==> config.mk <==
export PLATFORM = sky130hd
export DESIGN_NAME = fixed_point_scaler
export DESIGN_NICKNAME = d
export VERILOG_FILES = /design/src/rtl/fixed_point_scaler.sv
export SDC_FILE = /design/constraint.sdc
export NUM_CORES = 1
export LEC_CHECK = 0
export BUFFER_PORTS_ARGS = -buffer_cell sky130_fd_sc_hd__buf_2
export CAP_MARGIN = 10
export CORE_MARGIN = 2
export CORE_UTILIZATION = 31
export DETAILED_ROUTE_END_ITERATION = 10
export PLACE_DENSITY_LB_ADDON = 0.15
export SETUP_SLACK_MARGIN = 0.3
export SKIP_LAST_GASP = 1
export SLEW_MARGIN = 15
export SYNTH_ARGS = -nofsm -noshare
export SYNTH_HDL_FRONTEND = slang
export SYNTH_SLANG_ARGS = --single-unit
==> constraint.sdc <==
create_clock -name clk -period 10.05 [get_ports clk]
set_input_delay 0.5025 -clock clk [delete_from_list [all_inputs] [get_ports clk]]
set_output_delay 0.5025 -clock clk [all_outputs]
set_load 0.005 [all_outputs]
==> src/rtl/fixed_point_scaler.sv <==
// Multi-cycle barrel shifter: scales a fixed-point operand left or logically right,
// at most STEP positions per cycle. Optional macro SCALER_SATURATE_EN saturates overflowing left shifts.
module fixed_point_scaler #(
   parameter int WIDTH   = 52,
   parameter int SHAMT_W = 6,
   parameter int STEP    = 4
) (
   input  logic               clk,
   input  logic               rst,
   input  logic               start,
   input  logic               dir,
   input  logic [SHAMT_W-1:0] shift_amount,
   input  logic [WIDTH-1:0]   data_in,
   output logic               busy,
   output logic               done,
   output logic [WIDTH-1:0]   data_out,
   output logic               overflow
);

   typedef enum logic {IDLE, SHIFT} state_t;

   state_t               state;
   state_t               state_next;
   logic [WIDTH-1:0]     work;
   logic [SHAMT_W-1:0]   remaining;
   logic [SHAMT_W-1:0]   remaining_next;
   logic [SHAMT_W-1:0]   step_n;
   logic                 dir_q;
   logic                 sticky;
   logic [WIDTH+STEP-1:0] left_ext;
   logic [WIDTH-1:0]     shifted;
   logic [WIDTH-1:0]     result;
   logic                 lost;
   logic                 ovf_final;
   logic                 last_step;

   // One step of the serial shift; left shifts widen by STEP so escaping bits can be seen.
   always_comb begin
      step_n = remaining;
      if (32'(remaining) > STEP)
         step_n = SHAMT_W'(STEP);
      left_ext       = {{STEP{1'b0}}, work} << step_n;
      shifted        = dir_q ? (work >> step_n) : left_ext[WIDTH-1:0];
      lost           = ~dir_q & (|left_ext[WIDTH+STEP-1:WIDTH]);
      remaining_next = remaining - step_n;
      last_step      = (remaining_next == '0);
      ovf_final      = sticky | lost;
      result         = shifted;
`ifdef SCALER_SATURATE_EN
      if (ovf_final)
         result = '1;
`endif
   end

   always_comb begin
      state_next = state;
      case (state)
         IDLE:    if (start) state_next = SHIFT;
         SHIFT:   if (last_step) state_next = IDLE;
         default: state_next = IDLE;
      endcase
   end

   always_ff @(posedge clk or posedge rst) begin
      if (rst)
         state <= IDLE;
      else
         state <= state_next;
   end

   assign busy = (state == SHIFT);

   // Operand capture on the accepting edge, then one shift step per edge until done.
   always_ff @(posedge clk or posedge rst) begin
      if (rst) begin
         work      <= '0;
         remaining <= '0;
         dir_q     <= 1'b0;
         sticky    <= 1'b0;
         done      <= 1'b0;
         data_out  <= '0;
         overflow  <= 1'b0;
      end else begin
         done <= 1'b0;
         if (state == IDLE) begin
            if (start) begin
               work      <= data_in;
               remaining <= shift_amount;
               dir_q     <= dir;
               sticky    <= 1'b0;
            end
         end else begin
            work      <= shifted;
            remaining <= remaining_next;
            sticky    <= ovf_final;
            if (last_step) begin
               done     <= 1'b1;
               data_out <= result;
               overflow <= ovf_final;
            end
         end
      end
   end

endmodule

# ---- Yosys cells after proc, flatten, opt, wreduce, memory -nomap -nowiden
# Cells that the tools add are included.
dict set report word_totals {
  in_bits 62
  memories 0
  output_inout_bits 55
  reg_bits 115
  mem_bits_ro 0
  word_cells 34
  latch_bits 0
  ram_bits 0
}
dict set report op_classes {
  n_bitwise 4
  n_lt_le_gt_ge 1
  addsub 1
  n_mul 0
  n_shift 2
  n_reduce_logical 5
  muxes 13
  n_eq_ne 0
  div_mod_pow 0
}
# operator count
set ops {}
lappend ops {{52-bit 2-to-1 mux} 3}
lappend ops {{52-bit by 6-bit << shifter with 56-bit output} 1}
lappend ops {{52-bit by 6-bit right shift with 52-bit output} 1}
lappend ops {{6-bit 2-to-1 mux} 3}
lappend ops {{6-bit by 3-bit > comparator with 1-bit output, second input constant} 1}
lappend ops {{6-bit zero test} 1}
lappend ops {{1-bit 2-to-1 mux} 6}
lappend ops {{6-bit subtractor} 1}
lappend ops {{2-bit AND reduction} 2}
lappend ops {{4-bit OR reduction} 1}
lappend ops {{1-bit inverter} 2}
lappend ops {{1-bit case mux with 2 select lines} 1}
lappend ops {{2-bit nonzero test} 1}
lappend ops {{1-bit bitwise AND} 1}
lappend ops {{1-bit bitwise OR} 1}

# ---- Logic depth before layout (Yosys ltp)
# Gate-level depths: netlist of the first run.
dict set report depth {
  word_depth 7
  depth_mapped 15
  ltp_nobuf 9
}

# ---- Worst setup path before layout of the first run
# Ideal clock, no wire load.
dict set report synth_timing {
  path_kind {register -> register}
  start {register remaining[2]}
  end {register data_out[7]}
  arrival_time_ns 3.248
  synth_period_minus_slack_ns 3.372
  slack_ns 6.678
  t_required_ns 9.925
  n_path_buf 6
  path_stages_with_launch 15
  setup_time_ns 0.125
  path_cell_list {dfrtp_1 > buf_4 > or4_1 > buf_2 > buf_6 > buf_2 > buf_2 > nand2_1 > ha_1 > a2111oi_0 > and3_1 > nand2_1 > inv_2 > buf_2 > mux2_2}
}
dict set report synth_via {
  elab_chain_len 5
  word_cells_on_any_way 8
  classes_between {1 x add/sub; 1 x order compare; 2 x shift; 2 x mux; 2 x reduce/logical}
}
# element line_no
set synth_lines {}
lappend synth_lines {{from (decl)} 25} ;# logic [SHAMT_W-1:0] remaining;
lappend synth_lines {{from (signal assigned)} 88} ;# remaining <= shift_amount;
lappend synth_lines {{from (signal assigned)} 94} ;# remaining <= remaining_next;
lappend synth_lines {{6-bit by 3-bit > comparator with 1-bit output} 40} ;# if (32'(remaining) > STEP)
lappend synth_lines {{6-bit 2-to-1 mux} 40}
lappend synth_lines {{6-bit subtractor} 45} ;# remaining_next = remaining - step_n;
lappend synth_lines {{6-bit zero test} 46} ;# last_step = (remaining_next == '0);
lappend synth_lines {{2-bit AND reduction (no line)} -}
lappend synth_lines {{to (signal assigned)} 98} ;# data_out <= result;
lappend synth_lines {{to (decl)} 16} ;# output logic [WIDTH-1:0] data_out,
# Several ways; a longest one is shown, not always the timed one.
# A chain may end at the register's enable or synchronous reset.

# ---- Worst setup path in the final report of the first run
dict set report layout_timing {
  start {register remaining[4]}
  end {register data_out[7]}
}
# The elaborated chain is that of the path after synthesis.

==> metrics.txt, run 1 <==
die area 30420 sq um; DRT met1 WL 15980 um; placed cell areas 9652 sq um; vias in the first global route 8512; max cap viols 0; synthesized area per cell 8.390 sq um; run status complete, no violations; required time worst endpoint 10.36 ns; nets 1156; hold bufs inserted after CTS 0; min-delay worst type in2async; DRT iter0 DRCs 802; Synth Cell Area 9002 sq um; Post-synth EDFFs 0; drt total wl 34900 um; WS Path Type reg2reg; Cells after Synth 1073; DRT antenna net count 0; RSZ-0062 raised after global routing no; fin crit period 3.651 ns; Highest Signal Layer met5; Sequential Power Share 28.2%; 1st-pass router iterations 5; met2 WL 16170 um; die width 174.4 um; CTS tree yes; Yosys warning total 0; gpl congestion 0.8497; number of synthesized register bits 115; Critical Path Source Type flip-flop; post-synth cell types 74; Post-route DRC 0; ant diodes 0; CP max stage delay 0.62 ns; GRT overflow 0; largest net degree at the start of global routing 87; share of layout cells above drive strength 1 21.34%; post-route worst setup slack 6.399 ns; via count 9028; crit-path cells or4_4 -> nand2_1 -> ha_1 -> a2111oi_0 -> and3_1 -> nand2_1 -> inv_2 -> mux2_2; Syn Nets 1136; Synth Flop Type dfrtp_1; maximum clock path buffer count 2; number of H-tree levels 4; Util after Layout 35.72%; Worst-Skew Late Latency 0.43 ns; Comb pwr share 56.9%; clk sinks 115; clock power share 14.8%; initial antenna violation count 2; synthesis-to-layout area growth 13.57%; post-CTS sizing 0; share of the synthesized area in the top cell type 31.97%; Die Y 174.4 um; root buffer selected by CTS clkbuf_16; VDD IR max 152.6 uV; Slew Limit Fails 0; Fin Setup TNS 0 ns; final setup vio count 0; area of the multi-input gates 5538 sq um; cell mode on critical path nand2_1; port bufs 116; register area share after synthesis 31.97%; max_slew headroom 31.59%; Sw Pwr 2.085 mW; GRT Total Usage 22.83%; top cells by area, synth dfrtp_1 32%, mux4_2 8.3%, a21oi_1 5.4%; first-pass GRT wire length 53840 um; post-detail-place hpwl 22400 um; Synth async-reset ratio 100.0%; Crit-path slowest cell or4_4; FF+latch area 2890 sq um; Reg2Reg Setup Slack 6.40 ns; critical path data arrival time 3.96 ns; Int Pwr 1.973 mW; area leader, netlist dfrtp_1; met3 wire length 2111 um; Via density 6.059; hold slack 0.1331 ns; clock-pin slew on the worst setup and hold paths 0.06 ns; CP endpoint kind flip-flop; clock skew 0.01760 ns; finished layout cell area 10220 sq um; fin crit share 36.33%; Num CTS Buffers 17; Least-Margin Pin Slew 1.026 ns; final hold violations 0; fmax 273.9 MHz; post-CTS setup buffers 0; Initial Util 31.45%; # IOs 117; wire per inst 23.42 um; core area 28630 sq um; Fillers 3024; pre-CTS WS 6.431 ns; row cnt 62; CP max FO 13; Power Dens Cells 396.9 nW/um^2; switching share of total power 51.37%; total leakage power 4.048 nW
-- power by group through the flow --
| stage | logic [mW] | clock network, mW | registers (mW) |
|---|---|---|---|
| 2_1_floorplan | 1.84 | 0 | 0.850 |
| 6_report | 2.31 | 0.602 | 1.15 |
| 3_3_place_gp | 2.28 | 0 | 1.15 |
| 3_5_place_dp | 2.29 | 0 | 1.14 |
| 5_1_grt | 2.53 | 0.634 | 1.19 |
| 4_1_cts | 2.30 | 0.613 | 1.14 |
-- final cells by class --
| cell class | count | area share (%) |
|---|---|---|
| Multi-Input combinational cell | 815 | 54.17 |
| Sequential cell | 115 | 28.27 |
| Timing Repair Buffer | 131 | 6.805 |
| Clock buffer | 23 | 4.773 |
| Tap cell | 384 | 4.700 |
| Clock inverter | 9 | 0.7833 |
| Inverter | 13 | 0.5018 |
-- cells in the final DEF, fill, tap and decap left out, types with 4 or more instances in the layout --
cell,synthesis,layout
o21ai_0,69,69
inv_1,11,9
nand3_1,75,74
nor2b_1,38,38
a221oi_1,12,12
o31ai_1,15,15
o221ai_1,4,4
o211ai_1,6,6
clkbuf_8,0,4
buf_2,34,115
and3_1,11,11
clkbuf_16,0,17
a211oi_1,41,41
o311a_1,6,6
mux2i_1,33,32
buf_4,1,16
o21ai_1,56,56
nor2_1,33,33
nand2_1,106,106
mux2_2,20,20
clkinv_2,0,4
a21oi_1,97,97
o22ai_1,11,11
a31oi_1,30,30
o211a_1,4,4
o2bb2ai_1,5,5
clkinvlp_4,0,4
nand4_1,8,8
nor3_1,12,12
nand2b_1,9,9
mux4_2,33,33
o311ai_1,4,4
a311oi_1,11,11
o31a_1,4,4
dfrtp_1,115,111
-- worst max-delay path: cells and delay by family, from the launching register on --
family                     cells  cell delay (ns)
DFF                            1             0.50
buffers and inverters          1             0.39
adders and majority gates      1             0.25
AOI/OAI and AO/OA              1             0.55
muxes                          1             0.39
and+or+nand+nor                4             1.45
-- synthesized netlist by cell type (all sizes together) (4+ instances only) --
library cell  count
dfrtp           115
o211ai            6
o211a             4
o22ai            11
nor3             13
a211oi           42
nor2             35
a21oi            97
nand2b            9
o21ai           125
o221ai            4
mux4             33
a31oi            30
a221oi           12
nand2           106
and3             11
o31ai            16
inv              13
o311ai            5
nand3            75
o2bb2ai           5
nor2b            38
o311a             6
o31a              4
a2111oi           4
mux2i            33
a311oi           12
nand4             8
buf              48
clkbuf           82
mux2             23
-- cell families after synthesis --
group	count (synthesis)	share of synthesized area [%]
compound gates	417	29.70
fa+ha+maj	1	0.1390
other cells	1	0.04166
flops	115	31.97
mux	89	14.80
simple gates	307	16.69
buf+inv	143	6.657
-- layer usage --
layer / vias up / GRT usage (%)
met5: - / 0
met3: 41 / 4.396
li1: 4118 / -
met2: 337 / 34.97
met4: 2 / 6.898
met1: 4530 / 32.54
-- path summary, 6_finish.rpt --
check	depth (start not counted)	end	start
setup / recovery	8	data_out[7]$_DFFE_PP0P_	remaining[4]$_DFFE_PP0P_
hold / removal	2	work[2]$_DFFE_PP0P_	rst
setup reg to reg	8	data_out[7]$_DFFE_PP0P_	remaining[4]$_DFFE_PP0P_
hold reg to reg	1	data_out[51]$_DFFE_PP0P_	data_out[51]$_DFFE_PP0P_
max in group asynchronous	3	remaining[0]$_DFFE_PP0P_	rst
min in group clk	3	dir_q$_DFFE_PP0P_	dir
-- stage by stage --
step / total power [mW] / cells
after floorplan: 2.690 / 1073
after global placement: 3.425 / 1458
after detailed placement: 3.436 / 1458
after CTS: 4.053 / 1490
after global routing: 4.357 / 1490
final: 4.058 / 1490
-- registers in the layout, indices dropped and copies added (netlist names) --
register,flops
remaining,6
dir_q,1
sticky,1
busy,1
data_out,52
done,1
work,52
overflow,1
No activity file was read; power rests on OpenSTA's default activity.
==> run 2: changes to the inputs <==
clock period = 3.1 ns   (was 10.05 ns; I/O delays follow)
==> metrics.txt, run 2 (same netlist as run 1, synthesis figures left out) <==
first-pass GRT wire length 54490 um (+1.2%); CTS tree yes; required time worst endpoint 3.36 ns (-7.00 ns); largest net degree at the start of global routing 73 (-16%); root buffer selected by CTS clkbuf_16; DRT iter0 DRCs 851 (+6.1%); die area 30420 sq um (unchanged); gpl congestion 0.8896 (+4.7%); Via density 6.039 (-0.33%); hold slack 0.008542 ns (-0.1246 ns); RSZ-0062 raised after global routing no; clock-pin slew on the worst setup and hold paths 0.06 ns (about the same); initial antenna violation count 0 (-2); min-delay worst type in2reg; Worst-Skew Late Latency 0.43 ns (about the same); fmax 367.2 MHz (+34%); worst r2r dst work[17]$_DFFE_PP0P_; die width 174.4 um (unchanged); Post-route DRC 0 (unchanged); GRT overflow 0 (unchanged); critical path data arrival time 2.99 ns (-0.97 ns); ant diodes 0 (unchanged); area of the multi-input gates 5598 sq um (+1.1%); WS Path Type reg2reg; finished layout cell area 10700 sq um (+4.7%); max cap viols 0 (unchanged); final hold violations 0 (unchanged); total power 13.86 mW (+240%); synthesis-to-layout area growth 18.89%; run status complete, no violations; FF-to-FF path depth 6 (-2); drt total wl 34560 um (-0.97%); maximum clock path buffer count 2 (unchanged); clock skew 0.01125 ns (-0.006350 ns); DRT antenna net count 0 (unchanged); most frequent cells in the layout 115 x buf_2, 110 x dfrtp_1, 104 x nand2_1, 97 x a21oi_1, 75 x nand3_1; Fillers 2982 (-1.4%); fin crit period 2.723 ns (-0.9279 ns); Slew Limit Fails 0 (unchanged); port bufs 116 (unchanged); number of H-tree levels 4 (unchanged); post-detail-place hpwl 23210 um (+3.6%); clk sinks 115 (unchanged); wire per inst 22.66 um (-3.2%); VDD IR max 524.7 uV (+240%); placed cell areas 9957 sq um (+3.2%); Reg2Reg Setup Slack 0.38 ns (-6.02 ns); Initial Util 31.45% (unchanged); Die Y 174.4 um (unchanged); core area 28630 sq um (unchanged); top flop regs data_out x52, work x52, remaining x6; row cnt 62 (unchanged); Crit. Startpoint remaining[5]$_DFFE_PP0P_; max_slew headroom 47.76% (+16 points); vias in the first global route 8744 (+2.7%); commonest non-fill, non-tap cell in the layout buf_2; hold path cells 3; nets 1191 (+3.0%); r2r startpoint remaining[5]$_DFFE_PP0P_; total leakage power 4.288 nW (+5.9%); GRT Total Usage 22.90% (+0.066 points); Least-Margin Pin Slew 0.7819 ns (-0.2442 ns); CP endpoint kind flip-flop; Util after Layout 37.39% (+1.7 points); CP max FO 42 (+29); FF+latch area 2892 sq um (about the same); # IOs 117 (unchanged); post-CTS setup buffers 0 (unchanged); Power Dens Cells 1295 nW/um^2 (+230%); fin crit share 87.84% (+52 points); Critical Path Sink work[17]$_DFFE_PP0P_; 1st-pass router iterations 8 (+3); Critical Path Source Type flip-flop; via count 9210 (+2.0%); Num CTS Buffers 17 (unchanged); Fin Setup TNS 0 ns (unchanged); final setup vio count 0 (unchanged); share of layout cells above drive strength 1 23.93% (+2.6 points)
run 2: cell count changes in the layout (fill, tap and decap cells not counted), moves of 3 or more:
cell	change
buf_4	+25
clkinv_4	+6
dlygate4sd3_1	+5
bufinv_16	+4
clkbuf_8	-4
clkinv_2	-4
buf_12	+3
run 2: repair_timing:
action / CTS / global route
setup endpoints to repair: 6 / 17
hold buffers: 5 / 0
endpoints found under the hold margin: 34 / 0
gates resized for setup: 2 / 8
run 2: how the worst min path moves through the flow:
stage,startpoint,endpoint
6_report,data_in[42],work[42]$_DFFE_PP0P_
5_1_grt,data_in[47],work[47]$_DFFE_PP0P_
4_1_cts,data_in[0],work[0]$_DFFE_PP0P_
3_5_place_dp,rst,remaining[3]$_DFFE_PP0P_
3_3_place_gp,rst,remaining[3]$_DFFE_PP0P_
2_1_floorplan,shift_amount[5],remaining[5]$_DFFE_PP0P_
run 2: per-stage QoR:
stage	instances	worst slack (ns)
3_3_place_gp	1488	0.3203
3_5_place_dp	1488	0.2783
6_report	1525	0.3769
4_1_cts	1525	0.3846
5_1_grt	1525	0.3042
2_1_floorplan	1073	0.7409
run 2: final cells by class:
cell class	count	share of cell area, %
Multi-Input combinational cell	815	52.30
Sequential cell	115	27.02
Timing Repair Buffer	166	9.493
Tap cell	384	4.489
Clock buffer	18	4.010
Clock inverter	14	2.128
Inverter	13	0.5611
run 2: report_power, final:
| group | total, mW | internal [mW] | switching [mW] | leakage (nW) |
|---|---|---|---|---|
| combinational | 8.08 | 3.27 | 4.81 | 2.58 |
| clock | 2.26 | 1.44 | 0.822 | 0.315 |
| sequential | 3.52 | 2.25 | 1.27 | 1.39 |
run 2: metal layers:
| layer | vias to the layer above | share of wire, % | track usage [%] |
|---|---|---|---|
| met4 | 0 | 2.7 | 7.878 |
| li1 | 4204 | - | - |
| met2 | 400 | 47 | 35.23 |
| met5 | - | 0 | 0 |
| met1 | 4549 | 44 | 32.46 |
| met3 | 57 | 6.5 | 3.850 |
run 2: critical path, stage by stage (launching register included):
cell and delay, ns:
dfrtp_2 0.40, or4_4 0.62, buf_4 0.30, o21ai_1 0.37, nand3_1 0.12, a311oi_1 0.56, o22ai_1 0.18
==> run 3: changes to the inputs <==
CORE_MARGIN = default   (was 2)
SKIP_LAST_GASP = default   (was 1)
==> metrics.txt, run 3 (same netlist as run 1, synthesis figures left out) <==
run status complete, no violations; min-delay worst type in2reg; WS Path Type reg2reg; GRT Total Usage 24.33% (+1.4 points); Via density 6.006 (-0.54%); Crit-path slowest cell or4_4; r2r startpoint remaining[5]$_DFFE_PP0P_; Critical Path Source Type flip-flop; Comb pwr share 60.0% (+1.7 points); total power 14.02 mW (+1.1%); fin crit period 2.688 ns (-0.03473 ns); die area 29730 sq um (-2.3%); fmax 372.0 MHz (+1.3%); clock-pin slew on the worst setup and hold paths 0.07 ns (about the same); Sw Pwr 7.065 mW (+2.4%); Least-Margin Pin Slew 0.9288 ns (+0.1468 ns); RSZ-0062 raised after global routing no; Worst-Skew Late Latency 0.44 ns (about the same); total leakage power 4.379 nW (+2.1%); clock power share 15.2% (-1.1 points); Num CTS Buffers 17 (unchanged); port bufs 116 (unchanged); DRT iter0 DRCs 867 (+1.9%); gpl congestion 0.8699 (-2.2%); post-detail-place hpwl 23610 um (+1.7%); maximum clock path buffer count 2 (unchanged); finished layout cell area 10910 sq um (+1.9%); hold slack 0.01203 ns (+0.003486 ns); switching share of total power 50.40% (+0.62 points); final hold violations 0 (unchanged); vias in the first global route 8689 (-0.63%); Reg2Reg Setup Slack 0.41 ns (+0.03 ns); core area 28630 sq um (unchanged); crit-path cells or4_4 -> buf_6 -> o21ai_2 -> a31oi_1 -> a221oi_1 -> o22ai_1; number of H-tree levels 4 (unchanged); ant diodes 0 (unchanged); placed cell areas 10040 sq um (+0.85%); nets 1210 (+1.6%); # IOs 117 (unchanged); initial antenna violation count 0 (unchanged); pre-CTS WS 0.1450 ns (-0.1333 ns); DP Cell Count 1491 (+0.20%); worst hold endpoint work[49]$_DFFE_PP0P_; VDD IR max 621.2 uV (+18%); Util after Layout 38.10% (+0.71 points); Int Pwr 6.951 mW (-0.14%); Post-route DRC 0 (unchanged); root buffer selected by CTS clkbuf_16; GRT overflow 0 (unchanged); Initial Util 31.45% (unchanged); first-pass GRT wire length 54550 um (+0.11%); synthesis-to-layout area growth 21.14%; share of layout cells above drive strength 1 24.31% (+0.38 points); drt total wl 35830 um (+3.7%); row cnt 62 (unchanged); largest net degree at the start of global routing 93 (+27%); max_slew headroom 37.95% (-9.8 points); die width 172.4 um (-1.1%); Die Y 172.4 um (-1.1%); most frequent cells in the layout 115 x buf_2, 110 x dfrtp_1, 104 x nand2_1, 97 x a21oi_1, 75 x nand3_1; post-route worst setup slack 0.4116 ns (+0.03473 ns); worst r2r dst work[19]$_DFFE_PP0P_; CP max FO 92 (+120%); critical path data arrival time 2.97 ns (-0.02 ns); CP max stage delay 0.60 ns (-0.02 ns); Fin Setup TNS 0 ns (unchanged); 1st-pass router iterations 8 (unchanged); wire per inst 23.21 um (+2.4%); clk sinks 115 (unchanged); CP endpoint kind flip-flop; DRT antenna net count 0 (unchanged); fin crit share 86.72% (-1.1 points); required time worst endpoint 3.38 ns (+0.02 ns); via count 9274 (+0.69%); clock skew 0.01228 ns (+0.001024 ns); Slew Limit Fails 0 (unchanged); hold path cells 3 (unchanged); Power Dens Cells 1285 nW/um^2 (-0.77%); final setup vio count 0 (unchanged); hold path start data_in[49]; max cap viols 0 (unchanged); FF-to-FF path depth 6 (unchanged); top flop regs data_out x52, work x52, remaining x6; Final Non-Filler Cells 1544 (+1.2%); commonest non-fill, non-tap cell in the layout buf_2; CTS tree yes; Sequential Power Share 24.9% (-0.5 points)
## run 3: per-layer routing
layer	GRT usage, %	vias up	part of all wire (%)
li1	-	4238	-
met1	34.77	4544	45
met2	37.27	432	46
met3	3.799	60	6.9
met4	7.772	0	2.6
met5	0	-	0
## run 3: what timing repair did
| action | CTS | global route |
|---|---|---|
| gates cloned | 0 | 1 |
| endpoints found under the hold margin | 52 | 0 |
| hold buffers | 17 | 0 |
| resized for setup | 4 | 9 |
| buffers inserted | 0 | 3 |
| setup endpoints to repair | 11 | 27 |
## run 3: cell type report
| cell class | count | area [sq um] |
|---|---|---|
| Timing Repair Buffer | 184 | 1247 |
| Sequential cell | 115 | 2892 |
| Inverter | 13 | 60.06 |
| Timing Repair inverter | 1 | 6.256 |
| Fill cell | 2997 | 17720 |
| Clock inverter | 14 | 176.4 |
| Clock buffer | 18 | 439.2 |
| Multi-Input combinational cell | 815 | 5604 |
| Tap cell | 384 | 480.5 |
## run 3: critical path: cells and delay by family (launching register included)
family          cells  cell delay (ns)
simple gates        1             0.60
buf+inv             1             0.30
compound gates      4             1.13
flops               1             0.43
## run 3: worst max path at each step
| stage | endpoint | slack, ns | start |
|---|---|---|---|
| 6_report | work[19]$_DFFE_PP0P_ | 0.41 | remaining[5]$_DFFE_PP0P_ |
| 5_1_grt | work[19]$_DFFE_PP0P_ | 0.35 | remaining[5]$_DFFE_PP0P_ |
| 4_1_cts | data_out[36]$_DFFE_PP0P_ | 0.31 | remaining[5]$_DFFE_PP0P_ |
| 3_5_place_dp | work[17]$_DFFE_PP0P_ | 0.14 | remaining[5]$_DFFE_PP0P_ |
| 3_3_place_gp | work[17]$_DFFE_PP0P_ | 0.20 | remaining[5]$_DFFE_PP0P_ |
| 2_1_floorplan | work[3]$_DFFE_PP0P_ | 0.74 | remaining[5]$_DFFE_PP0P_ |
## run 3: power by group through the flow
stage          logic (mW)  clock network, mW  registers [mW]
6_report             8.40               2.13            3.48
5_1_grt              9.17               2.24            3.58
4_1_cts              8.24               2.18            3.46
3_5_place_dp         8.16                  0            3.47
3_3_place_gp         8.13                  0            3.48
2_1_floorplan        6.09                  0            2.76
